--- config.mk ---
export PLATFORM = sky130hd
export DESIGN_NAME = countdown_timer
export DESIGN_NICKNAME = d
export VERILOG_FILES = /design/src/rtl/timer_pkg.sv /design/src/rtl/down_counter.sv /design/src/rtl/countdown_timer.sv
export SDC_FILE = /design/constraint.sdc
export NUM_CORES = 1
export LEC_CHECK = 0
export CAP_MARGIN = 25
export CORE_MARGIN = 1.5
export CORE_UTILIZATION = 35
export CTS_CLUSTER_DIAMETER = 80
export CTS_CLUSTER_SIZE = 10
export DETAILED_ROUTE_END_ITERATION = 10
export SYNTH_ARGS = -nofsm -noshare
export SYNTH_HDL_FRONTEND = slang
export SYNTH_SLANG_ARGS = --single-unit
--- constraint.sdc ---
create_clock -name clk -period 2.85 [get_ports clk]
set_clock_uncertainty 0.2 [all_clocks]
set_input_delay 0.57 -clock clk [delete_from_list [all_inputs] [get_ports clk]]
set_output_delay 0.57 -clock clk [all_outputs]
set_load 0.02 [all_outputs]
--- src/rtl/timer_pkg.sv ---
// timer_pkg: shared FSM state type, BCD digit limits and load-value clamping
// used by countdown_timer and its per-digit down_counter instances.
package timer_pkg;

    typedef enum logic [1:0] {
        ST_IDLE  = 2'd0,
        ST_RUN   = 2'd1,
        ST_PAUSE = 2'd2,
        ST_DONE  = 2'd3
    } timer_state_t;

    localparam logic [3:0]  BCD_UNITS_MAX    = 4'd9;
    localparam logic [3:0]  BCD_SEC_TENS_MAX = 4'd5;
    localparam logic [15:0] TIME_ZERO        = 16'h0000;
    localparam logic [15:0] TIME_ONE         = 16'h0001;

    // Digits are clamped individually first; the minutes pair is then limited
    // as a whole, so a minutes-tens digit above 9 always ends up at maxMin.
    function automatic logic [15:0] clampLoad(
        input logic [15:0] val,
        input logic [7:0]  maxMin,
        input logic [3:0]  maxMinTens,
        input logic [3:0]  maxMinUnits
    );
        logic [3:0] minTens;
        logic [3:0] minUnits;
        logic [3:0] secTens;
        logic [3:0] secUnits;
        logic [7:0] minutes;
        minTens  = val[15:12];
        minUnits = (val[11:8] > BCD_UNITS_MAX)    ? BCD_UNITS_MAX    : val[11:8];
        secTens  = (val[7:4]  > BCD_SEC_TENS_MAX) ? BCD_SEC_TENS_MAX : val[7:4];
        secUnits = (val[3:0]  > BCD_UNITS_MAX)    ? BCD_UNITS_MAX    : val[3:0];
        minutes  = ({4'd0, minTens} * 8'd10) + {4'd0, minUnits};
        if (minutes > maxMin) begin
            minTens  = maxMinTens;
            minUnits = maxMinUnits;
        end
        return {minTens, minUnits, secTens, secUnits};
    endfunction

endpackage

--- src/rtl/down_counter.sv ---
// down_counter: one BCD digit that decrements on borrow-in, wraps from 0 to
// WRAP, loads synchronously and flags when it sits at 0.
module down_counter
    import timer_pkg::*;
#(
    parameter logic [3:0] WRAP = BCD_UNITS_MAX
) (
    input  logic       clk,
    input  logic       res,
    input  logic       i_load,
    input  logic [3:0] i_loadVal,
    input  logic       i_borrowIn,
    output logic [3:0] o_digit,
    output logic       o_min
);

    logic [3:0] r_digit;

    // Load wins over borrow so a reload on the expiry edge is never mixed
    // with a decrement.
    always_ff @(posedge clk or negedge res) begin
        if (!res) begin
            r_digit <= 4'd0;
        end else if (i_load) begin
            r_digit <= i_loadVal;
        end else if (i_borrowIn) begin
            r_digit <= (r_digit == 4'd0) ? WRAP : (r_digit - 4'd1);
        end
    end

    assign o_digit = r_digit;
    assign o_min   = (r_digit == 4'd0);

endmodule

--- src/rtl/countdown_timer.sv ---
// countdown_timer: BCD MM:SS countdown with IDLE/RUN/PAUSE/DONE control.
// Define COUNTDOWN_AUTORELOAD_EN to reload from the last loaded value on expiry.
module countdown_timer
    import timer_pkg::*;
#(
    parameter int MAX_MIN = 59
) (
    input  logic        clk,
    input  logic        res,
    input  logic        ena,
    input  logic        load,
    input  logic [15:0] load_val,
    input  logic        start,
    input  logic        stop,
    output logic [15:0] cnt,
    output logic        zero,
    output logic        running,
    output logic        done
);

    localparam logic [7:0] MAX_MIN_V     = 8'(MAX_MIN);
    localparam logic [3:0] MAX_MIN_TENS  = 4'(MAX_MIN / 10);
    localparam logic [3:0] MAX_MIN_UNITS = 4'(MAX_MIN % 10);

    timer_state_t r_state;
    timer_state_t w_stateNext;
    logic         r_done;
    logic [15:0]  w_clamped;
    logic [15:0]  w_loadValue;
    logic         w_digitLoad;
    logic         w_tick;
    logic         w_expire;
    logic         w_atOne;
    logic         w_suMin;
    logic         w_stMin;
    logic         w_muMin;
    logic         w_mtMin;
    logic [3:0]   w_secUnits;
    logic [3:0]   w_secTens;
    logic [3:0]   w_minUnits;
    logic [3:0]   w_minTens;

    assign w_clamped = clampLoad(load_val, MAX_MIN_V, MAX_MIN_TENS, MAX_MIN_UNITS);
    assign cnt       = {w_minTens, w_minUnits, w_secTens, w_secUnits};
    assign zero      = w_suMin & w_stMin & w_muMin & w_mtMin;
    assign w_atOne   = (cnt == TIME_ONE);
    assign running   = (r_state == ST_RUN);
    assign done      = r_done;

`ifdef COUNTDOWN_AUTORELOAD_EN
    logic [15:0] r_reload;

    always_ff @(posedge clk or negedge res) begin
        if (!res) begin
            r_reload <= TIME_ZERO;
        end else if (load) begin
            r_reload <= w_clamped;
        end
    end
`endif

    always_ff @(posedge clk or negedge res) begin
        if (!res) begin
            r_state <= ST_IDLE;
            r_done  <= 1'b0;
        end else begin
            r_state <= w_stateNext;
            r_done  <= w_expire;
        end
    end

    // Priority chain load > stop > start > ena; a strobe that is ignored in
    // the current state lets the next lower one through.
    always_comb begin
        w_stateNext = r_state;
        w_digitLoad = 1'b0;
        w_loadValue = w_clamped;
        w_tick      = 1'b0;
        w_expire    = 1'b0;
        if (load) begin
            w_stateNext = ST_IDLE;
            w_digitLoad = 1'b1;
        end else if (stop && (r_state == ST_RUN)) begin
            w_stateNext = ST_PAUSE;
        end else if (start && !zero &&
                     ((r_state == ST_IDLE) || (r_state == ST_PAUSE))) begin
            w_stateNext = ST_RUN;
        end else if (ena && (r_state == ST_RUN) && !zero) begin
            w_tick = 1'b1;
            if (w_atOne) begin
                w_expire = 1'b1;
`ifdef COUNTDOWN_AUTORELOAD_EN
                if (r_reload != TIME_ZERO) begin
                    w_tick      = 1'b0;
                    w_digitLoad = 1'b1;
                    w_loadValue = r_reload;
                end else begin
                    w_stateNext = ST_DONE;
                end
`else
                w_stateNext = ST_DONE;
`endif
            end
        end
    end

    down_counter #(.WRAP(BCD_UNITS_MAX)) u_secUnits (
        .clk        (clk),
        .res        (res),
        .i_load     (w_digitLoad),
        .i_loadVal  (w_loadValue[3:0]),
        .i_borrowIn (w_tick),
        .o_digit    (w_secUnits),
        .o_min      (w_suMin)
    );

    down_counter #(.WRAP(BCD_SEC_TENS_MAX)) u_secTens (
        .clk        (clk),
        .res        (res),
        .i_load     (w_digitLoad),
        .i_loadVal  (w_loadValue[7:4]),
        .i_borrowIn (w_tick & w_suMin),
        .o_digit    (w_secTens),
        .o_min      (w_stMin)
    );

    down_counter #(.WRAP(BCD_UNITS_MAX)) u_minUnits (
        .clk        (clk),
        .res        (res),
        .i_load     (w_digitLoad),
        .i_loadVal  (w_loadValue[11:8]),
        .i_borrowIn (w_tick & w_suMin & w_stMin),
        .o_digit    (w_minUnits),
        .o_min      (w_muMin)
    );

    down_counter #(.WRAP(BCD_UNITS_MAX)) u_minTens (
        .clk        (clk),
        .res        (res),
        .i_load     (w_digitLoad),
        .i_loadVal  (w_loadValue[15:12]),
        .i_borrowIn (w_tick & w_suMin & w_stMin & w_muMin),
        .o_digit    (w_minTens),
        .o_min      (w_mtMin)
    );

endmodule
After elaboration in Yosys (flattened, before gate mapping). Index checks and enable logic that the tools add are counted.

Mux-type cells: 32. Add/sub/neg operators: 5. Magnitude comparators: 4. Equality and inequality tests: 3. Bitwise gates (word level): 6. $mul: 1. Reduce and logical (&&, ||, !) cells: 19.

Operators with widths (count): 4-bit 2-to-1 mux (17); 16-bit by 1-bit == test with 1-bit output, second input constant (1); 4-bit logical NOT (4); 4-bit by 1-bit subtractor with 4-bit output, second input constant (4); 1-bit 2-to-1 mux (10); 2-bit 2-to-1 mux (5); 8-bit by 4-bit adder with 8-bit output (1); 4-bit > comparator, second input constant (2); 8-bit by 6-bit > comparator with 1-bit output, second input constant (1); 2-bit nonzero test (4); 4-bit nonzero test (2); 4-bit by 3-bit multiplier with 7-bit output, second input constant (1); 1-bit AND (6); 1-bit logical AND (5); 4-bit by 3-bit > comparator with 1-bit output, second input constant (1); 2-bit by 1-bit == test with 1-bit output, second input constant (1); 2-bit == test, second input constant (1); 2-bit logical NOT (1); 2-bit AND reduction (1); 1-bit logical NOT (1); 1-bit logical OR (1).

Register bits after elaboration: 19. Output and inout bits: 19. Bits of input ports: 22.

Longest topological paths before layout. Gate-level depths: netlist (run 1).

Word-level depth: 15. Depth in mapped cells: 10.

By module. From an unflattened synthesis (run 1), not the netlist that was laid out.

Cell total of the unflattened synthesis: 176. Area, all modules: 1536.5 µm².

By module, submodules not included: down_counter at u_minTens ... (area an instance 224.0 µm², times used 3, cells an instance 22, sequential area each 100.1 µm²); countdown_timer (area an instance 666.9 µm², times used 1, cells an instance 90, sequential area each 75.1 µm²); down_counter at u_secTens (area an instance 197.7 µm², times used 1, cells an instance 20, sequential area each 100.1 µm²).

Worst setup path after synthesis (run 1). No wires, ideal clock.

Path kind: input to register. From: in load_val[11]. To: reg u_minUnits.r_digit[3], in the netlist u_minUnits.o_digit[3]. Buffers on the path: 1. Library setup time: 0.129 ns. Arrival time: 2.671 ns. Stages on the path: 10. Slack: -0.149 ns. Cell sequence: buf_4 and2b_1 ha_1 inv_1 fa_1 o21bai_1 and3_1 nor3_1 o21ai_1 a2111o_1.

Cells in the longest elaborated chain, start to end: 6.

RTL lines: from (decl) (RTL line countdown_timer.sv:12) `input logic [15:0] load_val,`; 4-bit > comparator (RTL line timer_pkg.sv:31) `minUnits = (val[11:8] > BCD_UNITS_MAX) ? BCD_UNITS_MAX : val[11:8];`; 4-bit 2-to-1 mux * (RTL line timer_pkg.sv:31); 8-bit by 4-bit adder with 8-bit output (RTL line timer_pkg.sv:34) `minutes = ({4'd0, minTens} * 8'd10) + {4'd0, minUnits};`; 8-bit by 6-bit > comparator with 1-bit output (RTL line timer_pkg.sv:35) `if (minutes > maxMin) begin`; 4-bit 2-to-1 mux * (RTL line timer_pkg.sv:35); 4-bit 2-to-1 mux * (RTL line down_counter.sv:24) `end else if (i_load) begin`; to (signal assigned) (RTL line down_counter.sv:25) `r_digit <= i_loadVal;`; to (signal assigned) (RTL line down_counter.sv:27) `r_digit <= (r_digit == 4'd0) ? WRAP : (r_digit - 4'd1);`; to (decl) (RTL line down_counter.sv:17) `logic [3:0] r_digit;`.

Mark *: on every way between the ends. The rest lies on a longest branch, timed or not. A chain may end at the register's enable or synchronous reset.

Worst setup path after layout (run 1).
From: in load_val[15]. To: reg u_minUnits.r_digit[3], in the netlist u_minUnits.o_digit[3].

Cells in the longest elaborated chain, start to end: 5.

RTL lines (RTL line): 4-bit by 3-bit multiplier with 7-bit output (timer_pkg.sv:34); 8-bit by 4-bit adder with 8-bit output (timer_pkg.sv:34); 8-bit by 6-bit > comparator with 1-bit output (timer_pkg.sv:35); 4-bit 2-to-1 mux (timer_pkg.sv:35); 4-bit 2-to-1 mux (down_counter.sv:24).

No other way between the ends.

==> reports/summary.txt, run 1 <==
Status: finished, final reports clean
Startpoint types: primary input
Combinational share of power: 42.8%
Row cnt: 24
Area growth from synthesis to layout: 55.3%
Seq pwr share: 37.2%
Yosys cell types: 66
Final Util: 56.2%
Final Non-Filler Cells: 303
Tmin final: 2.80 ns
Mapped Avg Cell Area: 9.05 um^2
CTS H-tree depth: 1
Synth Flop Type: dfrtp_1
Layout Nets: 282
Die width: 70.1 um
Antenna cells: 0
HPWL Detailed: 3.35 mm
M1 wire length: 2.13 mm
MaxCap Viol Count: 0
Maximum vdd drop: 225 uV
Synth warnings: 0
Design Area, Final: 2450 um^2
Switching Fraction: 35.4%
Number of global-route vias before repair: 1,624
Iter 0 DRT Violations: 93
Hold Path Stages: 2
Worst EP arrival: 2.74 ns
R2R depth: 7
EDFF count, synth: 0
Fmax: 358 MHz
Clock share of power: 19.9%
Setup violators final: 0
Total wire length: 4.49 mm
Die ar.: 4910 um^2
CP endpoint kind: register
Top cell by count, worst path: ha_4
Vias: 1,653
Layout cells sized above 1: 30.3%
Worst-skew pair later-pin latency: 0.25 ns
HP Class: register to register
FF-to-FF Start: r_state[1]
HP Start: r_state[0]
CTS tree: built
Tot GR Track Use: 19.3%
Worst slew margin: 74.6%
Clk root buf: clkbuf_8
Placer congestion estimate: 0.787
Maximum buffer depth of the clock tree: 2
Final worst path period share: 98.1%
Clk sinks: 19
Antenna viol nets, final: 0
Global route overflow: 0
Core ar.: 4350 um^2
Power Density: 391 nW/um^2
Vias per cell: 5.46
Initial Util: 36.2%
First-pass DRT Iterations: 4
Fillcell total: 375
Slowest-stage cell, CP: fa_2
Net Switching: 339 uW
Clock slew at reported path FFs: 0.07 ns
Initial antenna violation count: 0
Dpl cell area: 2210 um^2
I/O pins: 41
First-pass GRT wire length: 7.73 mm
Placed Cells incl. Taps: 283
Cell-internal power: 618 uW
Crit path depth: 10
Yosys reg bits: 19
Final hold slack: 0.380 ns
Buffers on Ports: 40
Max FO, Critical Path: 3
Cell Chain, Critical Path: buf_4 -> ha_4 -> ha_4 -> inv_2 -> fa_2 -> buf_6 -> a22oi_2 -> a221o_1 -> o21ai_2 -> a2111o_1
Crit Path Category: primary input to register
Synthesized area: 1580 um^2
CP max stage delay: 0.47 ns
Max Slew Vio Count: 0
Mapped Cells: 174
Metal3 WL: 171 um
CP delay by family, top: compound AO/OA/AOI/OAI gates
Sequential-to-total area share from yosys stat: 30.2%
Die Y: 70.1 um
Maximum number of pins on one net before global-route repair: 20
Setup TNS: 0 ns
Final Hold Viols: 0
Top Layer Used: met4
# DRC: 0
Met2 WL: 2.14 mm
Wire length per cell: 14.8 um
CP bufs+invs: 3
Post-synthesis net count: 204
Num CTS Buffers: 3
Critical path origin: load_val[15]
Post-synth ARST share: 100%
Worst EP required: 2.79 ns
Pleak: 0.00105 uW
Worst-Margin Slew: 0.378 ns
path summary, 6_finish.rpt:
| kind | slack [ns] | end |
|---|---|---|
| min | 0.38 | r_state[0] |
| max | 0.05 | u_minUnits.o_digit[3] |
| min reg2reg | 0.38 | r_state[0] |
| max reg2reg | 0.61 | u_minUnits.o_digit[3] |
| min in group asynchronous | 0.45 | done |
| max in group asynchronous | 1.79 | u_minUnits.o_digit[0] |
per-stage QoR:
step	setup slack [ns]	power, uW
after global placement	-0.562	720
after global routing	-0.000214	1020
final	0.0532	957
after CTS	0.00479	951
after detailed placement	-0.664	731
after floorplan	0.00727	563
final cells by class:
type	instances	area [um^2]	share of cell area, %
clock buffer	4	45.0	1.84
inverter	12	45.0	1.84
multi-input combinational	138	1140	46.6
sequential	19	475	19.4
tap	52	65.1	2.66
timing repair buffer	78	674	27.6
power by group through the flow:
stage,clock (uW),combinational (uW),sequential (uW)
after CTS,197,399,355
final,191,410,356
after global placement,0,362,357
after global routing,215,445,363
after detailed placement,0,371,360
after floorplan,0,178,385
cell families after synthesis:
| logic type | after synthesis | synth area share, % |
|---|---|---|
| multiplexers | 7 | 5.56 |
| adder cells (fa/ha/maj) | 8 | 7.31 |
| buffers and inverters | 17 | 4.92 |
| flip-flops | 19 | 30.2 |
| AO/OA/AOI/OAI | 54 | 25.7 |
| XOR/XNOR | 3 | 1.67 |
| AND/OR/NAND/NOR | 66 | 24.6 |
cells in the final DEF (no fill, tap or decap), types with 3 or more instances in the layout:
cell type,Yosys,final
clkbuf_2,0,3
o21ai_0,11,10
nand2_1,10,10
nor3_1,5,4
mux2i_1,5,5
buf_6,1,3
ha_4,0,3
nor2_1,17,16
nand3b_1,3,3
a21oi_1,8,8
buf_4,1,36
dfrtp_1,19,19
inv_1,11,9
clkdlybuf4s50_1,0,32
a31oi_1,3,3
nand4_1,3,3
clkbuf_8,0,3
nand3_1,5,5
tightest hold or removal path, cell delays in order, from the launching register on:
cell	delay [ns]
dfrtp_1	0.40
inv_1	0.07
a221oi_1	0.07
metal layers:
| metal | vias to the layer above | track usage [%] |
|---|---|---|
| met4 | 0 | 4.49 |
| met1 | 791 | 26.2 |
| met2 | 41 | 31.2 |
| li1 | 815 | - |
| met5 | - | 0 |
| met3 | 6 | 4.47 |
Yosys cell counts (all sizes together) (3+ instances only):
| cell type | n | share of area (%) |
|---|---|---|
| nand3 | 5 | 1.6 |
| nor3 | 6 | 2.2 |
| nor4 | 3 | 2.5 |
| ha | 6 | 4.8 |
| nand3b | 3 | 1.4 |
| buf | 4 | 1.8 |
| a21oi | 8 | 2.5 |
| nor2 | 17 | 4.1 |
| o22ai | 3 | 1.2 |
| o21ai | 13 | 4.4 |
| a31oi | 3 | 1.2 |
| nand4 | 3 | 1.2 |
| mux2i | 6 | 4.6 |
| inv | 11 | 2.6 |
| nor2b | 3 | 1.2 |
| dfrtp | 19 | 30 |
| nand2 | 10 | 2.4 |
what timing repair did:
action / 4_1_cts / 5_1_grt
gates resized for setup: 24 / 17
pin swaps: 13 / 12
setup endpoints to repair: 8 / 9
setup buffers: 15 / 1
hold buffers: 0 / 0
state kept, by name, summed over array words and instances (netlist names):
name,flops
u_secTens.o_digit,4
done,1
u_minUnits.o_digit,4
r_state,2
u_secUnits.o_digit,4
u_minTens.o_digit,4
Note: power is estimated with default switching activity, not from simulation.
==> run 2, diff against run 1 <==
--- a/config.mk
+++ b/config.mk
@@ -5,6 +5,7 @@
 export SDC_FILE = /design/constraint.sdc
 export NUM_CORES = 1
 export LEC_CHECK = 0
+export ABC_CLOCK_PERIOD_IN_PS = 2850
 export CAP_MARGIN = 25
 export CORE_MARGIN = 1.5
 export CORE_UTILIZATION = 35
==> results of run 2 <==
No change in the layout: final DEF, timing and power equal those of run 1.
==> run 3, diff against run 2 <==
--- a/config.mk
+++ b/config.mk
@@ -9,8 +9,9 @@
 export CAP_MARGIN = 25
 export CORE_MARGIN = 1.5
 export CORE_UTILIZATION = 35
+export CTS_BUF_LIST = sky130_fd_sc_hd__clkbuf_4
 export CTS_CLUSTER_DIAMETER = 80
-export CTS_CLUSTER_SIZE = 10
+export CTS_CLUSTER_SIZE = 20
 export DETAILED_ROUTE_END_ITERATION = 10
 export SYNTH_ARGS = -nofsm -noshare
 export SYNTH_HDL_FRONTEND = slang
==> run 3 against run 2 <==
  * Sequential cell count unchanged
  * Total power decreased by 5.8%
  * First-iteration DRC count up 22%
  * Register-to-register slack improved by 0.06 ns
  * Final area shrank 4.9%
  * Die area unchanged
  * Global-route usage down 0.85 points
  * Sequential power hardly changed
  * Utilization fell by 2.7 points
  * Sequential share of layout area up 0.99 points
  * Setup slack improved by 0.042 ns
  * Largest cell class unchanged
==> reports/summary.txt, run 3 (synthesis gave the netlist of run 1 again) <==
Status: finished, final reports clean
FF-to-FF Start: r_state[1]
Switching Fraction: 36.8% (+1.4 points)
Final hold slack: 0.383 ns (+0.00316 ns)
Die Y: 70.1 um (unchanged)
Setup violators final: 0 (unchanged)
Net Switching: 331 uW (-2.1%)
Fillcell total: 398 (+6.1%)
Worst-skew pair later-pin latency: 0.31 ns (+0.06 ns)
Worst-Margin Slew: 0.352 ns (-0.0258 ns)
Antenna viol nets, final: 0 (unchanged)
Crit Path Category: primary input to register
Most frequent cells in the layout: clkdlybuf4s50_1, buf_4, dfrtp_1
Area growth from synthesis to layout: 47.7%
CP max stage delay: 0.47 ns (about the same)
Pleak: 0.000971 uW (-7.0%)
Tmin final: 2.75 ns (-0.0418 ns)
Combinational share of power: 43.4% (+0.6 points)
Post-place setup slack: -0.664 ns (unchanged)
Vias: 1,602 (-3.1%)
Worst EP required: 2.85 ns (+0.06 ns)
HPWL Detailed: 3.35 mm (unchanged)
Crit path depth: 10 (unchanged)
HP Class: primary input to async pin
Buffers on Ports: 40 (unchanged)
Worst EP arrival: 2.75 ns (about the same)
Layout cells sized above 1: 25.4% (-4.9 points)
Final worst path period share: 96.7% (-1.5 points)
Register area: 475 um^2 (unchanged)
Clock share of power: 17.2% (-2.7 points)
Total wire length: 4.30 mm (-4.2%)
Critical path origin: load_val[15]
Die width: 70.1 um (unchanged)
Tot GR Track Use: 18.4% (-0.85 points)
First-pass GRT wire length: 7.39 mm (-4.5%)
Layout Nets: 271 (-3.9%)
Clk sinks: 19 (unchanged)
Die ar.: 4910 um^2 (unchanged)
Maximum number of pins on one net before global-route repair: 20 (unchanged)
CTS tree: built
Worst slew margin: 75.9% (+1.3 points)
Global route overflow: 0 (unchanged)
MaxCap Viol Count: 0 (unchanged)
Maximum buffer depth of the clock tree: 2 (unchanged)
Final Hold Viols: 0 (unchanged)
Number of global-route vias before repair: 1,544 (-4.9%)
Slowest-stage cell, CP: fa_2
Critical Path Sink: u_minUnits.o_digit[3]
Fmax: 363 MHz (+1.5%)
Max FO, Critical Path: 4 (+1)
Startpoint types: primary input
Max Slew Vio Count: 0 (unchanged)
Row cnt: 24 (unchanged)
Reg2Reg Setup Slack: 0.67 ns (+0.06 ns)
Cell Chain, Critical Path: clkbuf_2 -> ha_4 -> ha_4 -> inv_2 -> fa_2 -> nor2b_2 -> and3_4 -> mux2i_4 -> a21boi_2 -> a2111o_1
Clk root buf: clkbuf_4
Iter 0 DRT Violations: 113 (+22%)
Area of the multi-input gates: 1120 um^2 (-1.8%)
Final Worst Setup Slack: 0.0950 ns (+0.0418 ns)
Power Density: 387 nW/um^2 (-1.0%)
Clock slew at reported path FFs: 0.12 ns (+0.05 ns)
Commonest non-fill, non-tap cell in the layout: clkdlybuf4s50_1
Maximum vdd drop: 203 uV (-9.8%)
Final Util: 53.4% (-2.7 points)
First-pass DRT Iterations: 4 (unchanged)
CP endpoint kind: register
Wire length per cell: 14.7 um (-0.60%)
Antenna cells: 0 (unchanged)
Seq pwr share: 39.4% (+2.2 points)
Top cell by count, worst path: ha_4
Vias per cell: 5.49 (+0.57%)
Worst R2R End: u_minUnits.o_digit[3]
Initial Util: 36.2% (unchanged)
CTS H-tree depth: 1 (unchanged)
I/O pins: 41 (unchanged)
CP delay by family, top: adder cells
R2R depth: 7 (unchanged)
CP bufs+invs: 2 (-1)
Cell-internal power: 570 uW (-7.8%)
# DRC: 0 (unchanged)
Num CTS Buffers: 3 (unchanged)
Core ar.: 4350 um^2 (unchanged)
Placer congestion estimate: 0.787 (unchanged)
Initial antenna violation count: 0 (unchanged)
run 3: how the worst min path moves through the flow:
| stage | slack, ns | endpoint | cells after the start |
|---|---|---|---|
| 4_1_cts | 0.38 | u_secTens.o_digit[3] | 1 |
| 3_5_place_dp | 0.36 | u_secTens.o_digit[3] | 1 |
| 3_3_place_gp | 0.36 | r_state[0] | 2 |
| 5_1_grt | 0.39 | u_secUnits.o_digit[1] | 2 |
| 2_1_floorplan | 0.07 | done | 0 |
| 6_report | 0.38 | done | 2 |
run 3: power by group through the flow:
stage / clock network [uW] / logic, uW / registers (uW)
2_1_floorplan: 0 / 178 / 385
3_3_place_gp: 0 / 362 / 357
4_1_cts: 159 / 384 / 355
3_5_place_dp: 0 / 371 / 360
6_report: 155 / 391 / 355
5_1_grt: 177 / 426 / 363
run 3: repair_timing:
action,CTS,global route
hold endpoints to repair,0,0
hold buffers,0,0
pin swaps,10,12
resized for setup,17,14
buffers inserted,3,2
setup endpoints to repair,9,7
run 3: per-layer routing:
metal	share of wire (%)	vias up	routed length, um	GRT usage, %
li1	-	791	-	-
met1	48	770	2080	25.7
met2	47	36	2030	29.6
met3	3.8	5	164	3.90
met4	0.70	0	30	3.85
met5	0	-	0	0
run 3: cell type report:
cell class / count / area share, %
flip-flops and latches: 19 / 20.4
well taps: 52 / 2.80
inverters: 12 / 1.94
repair buffers: 67 / 25.4
multi-input cells: 138 / 48.2
clock buffers: 4 / 1.29
run 3: through the flow:
| step | area (um^2) | cells | TNS (ns) | total power (uW) |
|---|---|---|---|---|
| 6_report | 2330 | 292 | 0 | 901 |
| 2_1_floorplan | 1610 | 174 | 0 | 563 |
| 3_3_place_gp | 2210 | 283 | -3.98 | 720 |
| 5_1_grt | 2330 | 292 | -0.00663 | 965 |
| 3_5_place_dp | 2210 | 283 | -4.65 | 731 |
| 4_1_cts | 2290 | 290 | 0 | 898 |
